--- src/rtl/pc_stack_pkg.sv ---
// rtl/pc_stack_pkg.sv - command encoding and sizing helpers for pc_stack_reg
// Shared by pc_stack_reg and lifo_stack.
package pc_stack_pkg;

   typedef enum logic [2:0] {
      CMD_NONE,
      CMD_LOAD,
      CMD_CALL,
      CMD_RET,
      CMD_INC,
      CMD_DEC,
      CMD_CLR
   } cmd_t;

   // Occupancy counter must represent 0..depth inclusive.
   function automatic int cnt_width(input int depth);
      return $clog2(depth + 1);
   endfunction

   function automatic int addr_width(input int depth);
      return (depth > 1) ? $clog2(depth) : 1;
   endfunction

   function automatic cmd_t pc_prio(input logic load, input logic call, input logic ret,
                                    input logic inc, input logic dec, input logic clr);
      if (load)      return CMD_LOAD;
      else if (call) return CMD_CALL;
      else if (ret)  return CMD_RET;
      else if (inc)  return CMD_INC;
      else if (dec)  return CMD_DEC;
      else if (clr)  return CMD_CLR;
      else           return CMD_NONE;
   endfunction

endpackage

--- src/rtl/lifo_stack.sv ---
// rtl/lifo_stack.sv - return-address LIFO with occupancy count and full/empty status
// Only the count is reset; entry contents are left as they were.
module lifo_stack
   import pc_stack_pkg::*;
#(
   parameter int WIDTH = 19,
   parameter int DEPTH = 8
) (
   input  logic                         i_clk,
   input  logic                         i_rst,
   input  logic                         i_push,
   input  logic                         i_pop,
   input  logic [WIDTH-1:0]             i_data,
   output logic [WIDTH-1:0]             o_top,
   output logic [cnt_width(DEPTH)-1:0]  o_count,
   output logic                         o_full,
   output logic                         o_empty
);

   localparam int CW = cnt_width(DEPTH);
   localparam int AW = addr_width(DEPTH);

   logic [WIDTH-1:0] r_mem [DEPTH];
   logic [CW-1:0]    r_count;
   logic [AW-1:0]    w_wr_idx;
   logic [AW-1:0]    w_top_idx;
   logic             w_do_push;
   logic             w_do_pop;

   assign o_full    = (r_count == CW'(DEPTH));
   assign o_empty   = (r_count == '0);
   assign w_do_push = i_push && !o_full;
   assign w_do_pop  = i_pop && !o_empty;
   assign w_wr_idx  = AW'(r_count);
   assign w_top_idx = AW'(r_count - CW'(1));
   assign o_top     = r_mem[w_top_idx];
   assign o_count   = r_count;

   always_ff @(posedge i_clk) begin
      if (i_rst) begin
         r_count <= '0;
      end else if (w_do_push) begin
         r_mem[w_wr_idx] <= i_data;
         r_count         <= r_count + CW'(1);
      end else if (w_do_pop) begin
         r_count <= r_count - CW'(1);
      end
   end

endmodule

--- src/rtl/pc_stack_reg.sv ---
// rtl/pc_stack_reg.sv - program counter with LOAD/CALL/RET/INC/CLR and return-address stack
// Defining PC_STACK_DEC_EN adds the DEC port and decrement operation.
module pc_stack_reg
   import pc_stack_pkg::*;
#(
   parameter int               WIDTH       = 19,
   parameter int               STACK_DEPTH = 8,
   parameter logic [WIDTH-1:0] RESET_VAL   = '0
) (
   input  logic                               CLK,
   input  logic                               RST,
   input  logic [WIDTH-1:0]                   inpData,
   input  logic                               LOAD,
   input  logic                               CALL,
   input  logic                               RET,
   input  logic                               INC,
`ifdef PC_STACK_DEC_EN
   input  logic                               DEC,
`endif
   input  logic                               CLR,
   output logic [WIDTH-1:0]                   opData,
   output logic                               STK_FULL,
   output logic                               STK_EMPTY,
   output logic                               STK_ERR,
   output logic [cnt_width(STACK_DEPTH)-1:0]  STK_CNT
);

   logic [WIDTH-1:0] r_pc;
   logic             r_err;
   logic [WIDTH-1:0] w_top;
   logic             w_dec;
   logic             w_full;
   logic             w_empty;
   cmd_t             w_cmd;

`ifdef PC_STACK_DEC_EN
   assign w_dec = DEC;
`else
   assign w_dec = 1'b0;
`endif

   assign w_cmd = pc_prio(LOAD, CALL, RET, INC, w_dec, CLR);

   // Return address is the instruction after the call site, wrapping like INC.
   lifo_stack #(
      .WIDTH (WIDTH),
      .DEPTH (STACK_DEPTH)
   ) u_stack (
      .i_clk   (CLK),
      .i_rst   (RST),
      .i_push  (w_cmd == CMD_CALL),
      .i_pop   (w_cmd == CMD_RET),
      .i_data  (r_pc + WIDTH'(1)),
      .o_top   (w_top),
      .o_count (STK_CNT),
      .o_full  (w_full),
      .o_empty (w_empty)
   );

   always_ff @(posedge CLK) begin
      if (RST) begin
         r_pc  <= RESET_VAL;
         r_err <= 1'b0;
      end else begin
         case (w_cmd)
            CMD_LOAD: r_pc <= inpData;
            CMD_CALL: begin
               if (w_full) r_err <= 1'b1;
               else        r_pc  <= inpData;
            end
            CMD_RET: begin
               if (w_empty) r_err <= 1'b1;
               else         r_pc  <= w_top;
            end
            CMD_INC:  r_pc <= r_pc + WIDTH'(1);
`ifdef PC_STACK_DEC_EN
            CMD_DEC:  r_pc <= r_pc - WIDTH'(1);
`endif
            CMD_CLR: begin
               r_pc  <= '0;
               r_err <= 1'b0;
            end
            default: ;
         endcase
      end
   end

   assign opData    = r_pc;
   assign STK_ERR   = r_err;
   assign STK_FULL  = w_full;
   assign STK_EMPTY = w_empty;

endmodule

--- config.mk ---
export PLATFORM = sky130hd
export DESIGN_NAME = pc_stack_reg
export DESIGN_NICKNAME = d
export VERILOG_FILES = /design/src/rtl/pc_stack_pkg.sv /design/src/rtl/lifo_stack.sv /design/src/rtl/pc_stack_reg.sv
export SDC_FILE = /design/constraint.sdc
export NUM_CORES = 1
export LEC_CHECK = 0
export CAP_MARGIN = 20
export CORE_UTILIZATION = 59
export DETAILED_ROUTE_END_ITERATION = 8
export PLACE_DENSITY = 0.81
export SLEW_MARGIN = 20
export SYNTH_ARGS = -nofsm -noshare
export SYNTH_HDL_FRONTEND = slang
export SYNTH_HIERARCHICAL = 1
export SYNTH_SLANG_ARGS = --single-unit
--- constraint.sdc ---
create_clock -name CLK -period 4.2 [get_ports CLK]
set_input_delay 0.63 -clock CLK [delete_from_list [all_inputs] [get_ports CLK]]
set_output_delay 0.63 -clock CLK [all_outputs]
set_load 0.03 [all_outputs]
==> impl_metrics.csv, run 1 <==
group,metric,value,unit
power,peakVddDrop,0.416,mV
power,p_int,0.00321,W
power,p_leak,2.88,nW
route,drt_iter0_drc,613,
layout,stdcell_count,703,
critical_path,cp_max_fo,20,
route,wl,18.1,mm
sta,finalSetupTns,0,ns
sta,hold_viol_final,0,
route,num_vias,4653,
sta,min_period,3.40,ns
critical_path,cp_slowest_cell,"a221o_1",
clock_network,cts-root-buf,"clkbuf_16",
route,avgViaCountPerCell,6.62,
global_routing,grt_usage,0.296,
critical_path,crit_top_cell,"inv_1",
logic_synthesis,syn_inst,455,
route,drt-wirelength-per-cell,25.7,µm
logic_synthesis,synthDistinctLibCells,62,
layout,mostFrequentLayoutCell,"edfxtp_1",
floorplanning,num_rows,41,
logic_synthesis,ys_seq_area_frac,0.665,
placement,gp_congestion,0.822,
floorplanning,die_y,115,µm
placement,io_buffers,51,
layout,area_delta_synth_final,18.5,%
logic_synthesis,ys_warn_count,6,
placement,hpwl,11.3,mm
sta,setup_viol,0,
clock_network,cts_made_buffers,17,
run,drv_cap,0,
critical_path,critPathCaptureType,"register",
clock_network,ctsHoldBuffers,0,
critical_path,arrival,3.72,ns
logic_synthesis,syn-num-nets,484,
layout,antenna_cells,0,
layout,drive_gt1_frac,0.234,
floorplanning,core,12600,µm²
critical_path,worstSetupStartpointType,"register",
route,drc,0,
floorplanning,io_pins,52,
global_routing,grt_pass1_wl,27.2,mm
outcome,status,"completed",
sta,fmax,0.294,GHz
logic_synthesis,syn_area,7590,µm²
floorplanning,die_w,115,µm
route,firstDrtPassIters,6,
power,pwr-share-seq,0.470,
power,combPwrFrac,0.132,
layout,final_nets,547,
placement,dpl.cell_count,671,
sta,fin_worst_skew,0.0100,ns
clock_network,tritoncts,"built",
critical_path,slowest_delay,0.79,ns
power,powerDensity,472,nW/µm²
logic_synthesis,syn_area_per_cell,16.7,µm²
layout,final_cell_mix,"edfxtp_1, clkdlybuf4s50_1, mux4_2",
clock_network,cts_resized,0,
logic_synthesis,ys_ff_latch,176,
clock_network,htreeDepth,4,
floorplanning,die_area,13300,µm²
global_routing,grt_pass1_vias,4667,
clock_network,clkSinkCount,176,
sta,worst_slew_pin_slew,1.01,ns
route,final_antenna_net_count,0,
logic_synthesis,async_flop_share,0,
critical_path,worstPathCellList,"inv_1, ha_1, or3b_1, inv_1, a21oi_1, a221o_1, nand2b_1, o32ai_1",
power,power_switching,0.00104,W
sta,rsz0062_at_grt,"no",
critical_path,path_class,"reg2reg",
floorplanning,start_util,0.604,
clock_network,clock_latency,0.43,ns
clock_network,clk_pin_slew,0.07,ns
sta,slew_violations,0,
clock_network,cts.path.max_buffers,2,
power,switching_share,0.244,
critical_path,worstPathRequired,4.52,ns
logic_synthesis,synth_edf_count,152,
clock_network,cts_setup_buffers,0,
global_routing,antenna_found_initial,0,
global_routing,gr-total-overflow,0,
sta,relSlewSlack,0.320,
min_path,min_path_type,"reg2reg",
sta,fin_crit_sh,0.811,
global_routing,grt_max_degree,43,
power,clkPwrFrac,0.397,
logic_synthesis,synth_ff_type,"edfxtp_1",
-- power by group through the flow --
stage | sequential, W | combinational [W] | clock, W
final | 0.00200 | 0.000562 | 0.00169
after detailed placement | 0.00203 | 0.000554 | 0
after global placement | 0.00203 | 0.000538 | 0
after global routing | 0.00200 | 0.000597 | 0.00176
after CTS | 0.00200 | 0.000562 | 0.00169
after floorplan | 0.00206 | 0.000340 | 0
-- kinds of logic after synthesis --
logic type	share of synthesized area
fa+ha+maj	0.00495
flops	0.665
compound gates	0.0742
mux	0.142
buf+inv	0.0221
simple gates	0.0689
xor+xnor	0.0229
-- area by class of cell --
type / instances / area [µm²]
fillers: 804 / 3580
repair buffers: 68 / 638
flip-flops and latches: 176 / 5050
inverters: 13 / 48.8
multi-input cells: 242 / 2410
clock inverters: 15 / 209
well taps: 172 / 215
clock buffers: 17 / 425
-- Yosys cell counts (9+ instances only) --
cell,instances,area [µm²]
inv_1,12,45.0
a21oi_1,9,45.0
mux4_2,38,856
mux2_2,19,214
dfxtp_1,24,480
nor2_1,23,86.3
nand2_1,11,41.3
o21ai_0,9,45.0
xnor2_1,13,114
nor3_1,9,45.0
edfxtp_1,152,4560
clkbuf_1,11,41.3
-- critical path, delay by kind of cell, from the launching register on --
kind,cells,cell delay [ns]
buffers and inverters,2,0.20
AOI/OAI and AO/OA,3,1.41
and+or+nand+nor,2,0.86
DFF,1,0.53
adders and majority gates,1,0.29
-- per-layer routing --
metal	global-route usage	wire, µm	up-vias
met5	0	0	-
met4	0.109	375	0
met3	0.0905	1600	33
met2	0.457	8770	245
met1	0.402	7310	2388
li1	-	-	1987
-- through the flow --
step	cell area, µm²	power [W]	worst slack [ns]	utilization	hold slack [ns]
final	8990	0.00425	0.796	0.715	0.506
after global routing	8990	0.00436	0.563	0.715	0.533
after CTS	8990	0.00425	0.868	0.715	0.509
after detailed placement	8360	0.00259	0.929	0.665	0.501
after global placement	8360	0.00257	1.05	0.665	0.498
after floorplan	7590	0.00240	0.641	-	0.616
-- registers in the layout, indices dropped and copies added, names as in the netlist --
register	flops
opData	19
u_stack/r_mem	152
u_stack/o_count	4
STK_ERR	1
-- final timing paths --
kind                                   startpoint                      to  slack, ns  cells after the start
hold reg to reg              STK_ERR$_SDFFE_PP0P_    STK_ERR$_SDFFE_PP0P_       0.51                      2
setup / recovery  u_stack/o_count[1]$_SDFFE_PP0P_  opData[6]$_SDFFE_PP0P_       0.80                      8
setup reg to reg  u_stack/o_count[1]$_SDFFE_PP0P_  opData[6]$_SDFFE_PP0P_       0.80                      8
hold / removal               STK_ERR$_SDFFE_PP0P_    STK_ERR$_SDFFE_PP0P_       0.51                      2
Note: power is estimated with default switching activity, not from simulation.
==> run 2: changes to the inputs <==
==> constraint.sdc (replaced) <==
create_clock -name CLK -period 3.15 [get_ports CLK]
set_input_delay 0.4725 -clock CLK [delete_from_list [all_inputs] [get_ports CLK]]
set_output_delay 0.4725 -clock CLK [all_outputs]
set_load 0.03 [all_outputs]
==> run 2 against run 1 <==
- the flow now finishes with violations (design-rule violations)
- cell area increased by 1.9%
- power up 32%
- via count rose by 2.5%
- first-iteration DRC count down 24%
- setup slack lost 0.55 ns
- clock-buffer cell count is the same
- hold slack improved by 0.0049 ns
==> impl_metrics.csv, run 2 (synthesis gave the netlist of run 1 again) <==
group,metric,value,unit
sta,fin_crit_sh,0.923,
route,drt_iter0_drc,466,
sta,relSlewSlack,0.384,
outcome,violations,"design-rule violations",
critical_path,worstPathRequired,2.68,ns
layout,postLayoutCellArea,9160,µm²
layout,final_nets,563,
clock_network,htreeDepth,4,
route,firstDrtPassIters,7,
outcome,status,"complete, but fails checks",
placement,hpwl,11.5,mm
sta,slew_violations,0,
route,drt-wirelength-per-cell,25.8,µm
layout,area_delta_synth_final,20.7,%
sta,fmax,0.344,GHz
power,power,0.00562,W
clock_network,cts_setup_buffers,0,
critical_path,worstSetupStartpointType,"register",
layout,stdcell_count,719,
floorplanning,num_rows,41,
global_routing,antenna_found_initial,0,
sta,holdWs,0.511,ns
power,powerDensity,614,nW/µm²
clock_network,cts_made_buffers,17,
global_routing,grt_usage,0.301,
run,drv_cap,0,
layout,drive_gt1_frac,0.256,
sta,hold_viol_final,0,
layout,top_register,"u_stack/r_mem",
layout,largest_reg_flops,152,
critical_path,crit_path_end,"STK_EMPTY",
route,final_antenna_net_count,0,
global_routing,grt_pass1_wl,27.8,mm
critical_path,cp_max_fo,6,
route,num_vias,4770,
critical_path,arrival,2.44,ns
placement,io_buffers,51,
critical_path,critPathCaptureType,"output port",
placement,gp_congestion,0.792,
critical_path,rr_worst_depth,4,
sta,fin_worst_skew,0.00732,ns
min_path,min_path_type,"reg2reg",
sta,setup_viol,0,
critical_path,path_class,"reg2out",
critical_path,r2r_start,"opData[6]$_SDFFE_PP0P_",
critical_path,crit_start,"u_stack/o_count[0]$_SDFFE_PP0P_",
power,p_leak,2.97,nW
clock_network,clock_latency,0.43,ns
global_routing,grt_max_degree,43,
clock_network,cts.path.max_buffers,2,
sta,finalSetupTns,0,ns
route,drc,2,
global_routing,gr-total-overflow,0,
clock_network,clk_pin_slew,0.06,ns
clock_network,clkSinkCount,176,
floorplanning,start_util,0.604,
route,avgViaCountPerCell,6.63,
layout,antenna_cells,0,
critical_path,reg2reg_slack,0.30,ns
layout,mostFrequentLayoutCell,"edfxtp_1",
floorplanning,io_pins,52,
clock_network,cts_resized,0,
floorplanning,die_w,115,µm
sta,min_period,2.91,ns
clock_network,tritoncts,"built",
floorplanning,die_area,13300,µm²
floorplanning,die_y,115,µm
sta,rsz0062_at_grt,"no",
sta,worst_slew_pin_slew,0.916,ns
layout,final_cell_mix,"edfxtp_1, clkdlybuf4s50_1, mux4_2",
clock_network,cts-root-buf,"clkbuf_16",
placement,placed_cell_area,8540,µm²
critical_path,reg2reg_to,"u_stack/r_mem[3][15]$_DFFE_PP_",
route,wl,18.5,mm
floorplanning,core,12600,µm²
placement,dpl.cell_count,687,
power,peakVddDrop,0.454,mV
clock_network,ctsHoldBuffers,0,
global_routing,grt_pass1_vias,4738,
-- run 2: cell types whose count changed in the layout (fill, tap and decap cells not counted) --
cell	change
buf_12	+4
clkinv_2	+3
nor3_2	-2
nor3_4	+2
buf_4	+12
inv_8	-2
clkinv_4	-1
-- run 2: metal layers --
| metal | GRT usage | up-vias | share of wire |
|---|---|---|---|
| li1 | - | 2015 | - |
| met1 | 0.402 | 2422 | 0.38 |
| met2 | 0.482 | 292 | 0.50 |
| met3 | 0.0675 | 41 | 0.086 |
| met4 | 0.130 | 0 | 0.028 |
| met5 | 0 | - | 0 |
-- run 2: worst min path at each step --
stage	endpoint	cells after the start	from
after global routing	STK_ERR$_SDFFE_PP0P_	2	STK_ERR$_SDFFE_PP0P_
after CTS	STK_ERR$_SDFFE_PP0P_	2	STK_ERR$_SDFFE_PP0P_
after global placement	STK_ERR$_SDFFE_PP0P_	2	STK_ERR$_SDFFE_PP0P_
after floorplan	u_stack/o_count[2]$_SDFFE_PP0P_	1	RST
after detailed placement	STK_ERR$_SDFFE_PP0P_	2	STK_ERR$_SDFFE_PP0P_
final	STK_ERR$_SDFFE_PP0P_	2	STK_ERR$_SDFFE_PP0P_
-- run 2: power breakdown --
part | switching, W | internal [W] | total (W)
sequential | 0.0000555 | 0.00261 | 0.00266
clock | 0.000869 | 0.00132 | 0.00219
combinational | 0.000415 | 0.000356 | 0.000770
total | 0.00134 | 0.00428 | 0.00562
-- run 2: final cells by class --
cell class / count / area [µm²]
inverters: 13 / 48.8
repair buffers: 84 / 808
multi-input cells: 242 / 2420
clock inverters: 15 / 193
flip-flops and latches: 176 / 5050
well taps: 172 / 215
fillers: 728 / 3410
clock buffers: 17 / 425
-- run 2: metrics by stage --
step / setup slack, ns / util
3_5_place_dp: 0.326 / 0.679
5_1_grt: 0.138 / 0.729
2_1_floorplan: 0.0959 / -
3_3_place_gp: 0.379 / 0.679
6_report: 0.242 / 0.729
4_1_cts: 0.252 / 0.729
-- run 2: critical path, cell delays in order (launching register included) --
cell,delay (ns)
dfxtp_2,0.33
inv_1,0.13
ha_1,0.31
or3b_1,0.46
inv_1,0.10
clkdlybuf4s50_1,0.66
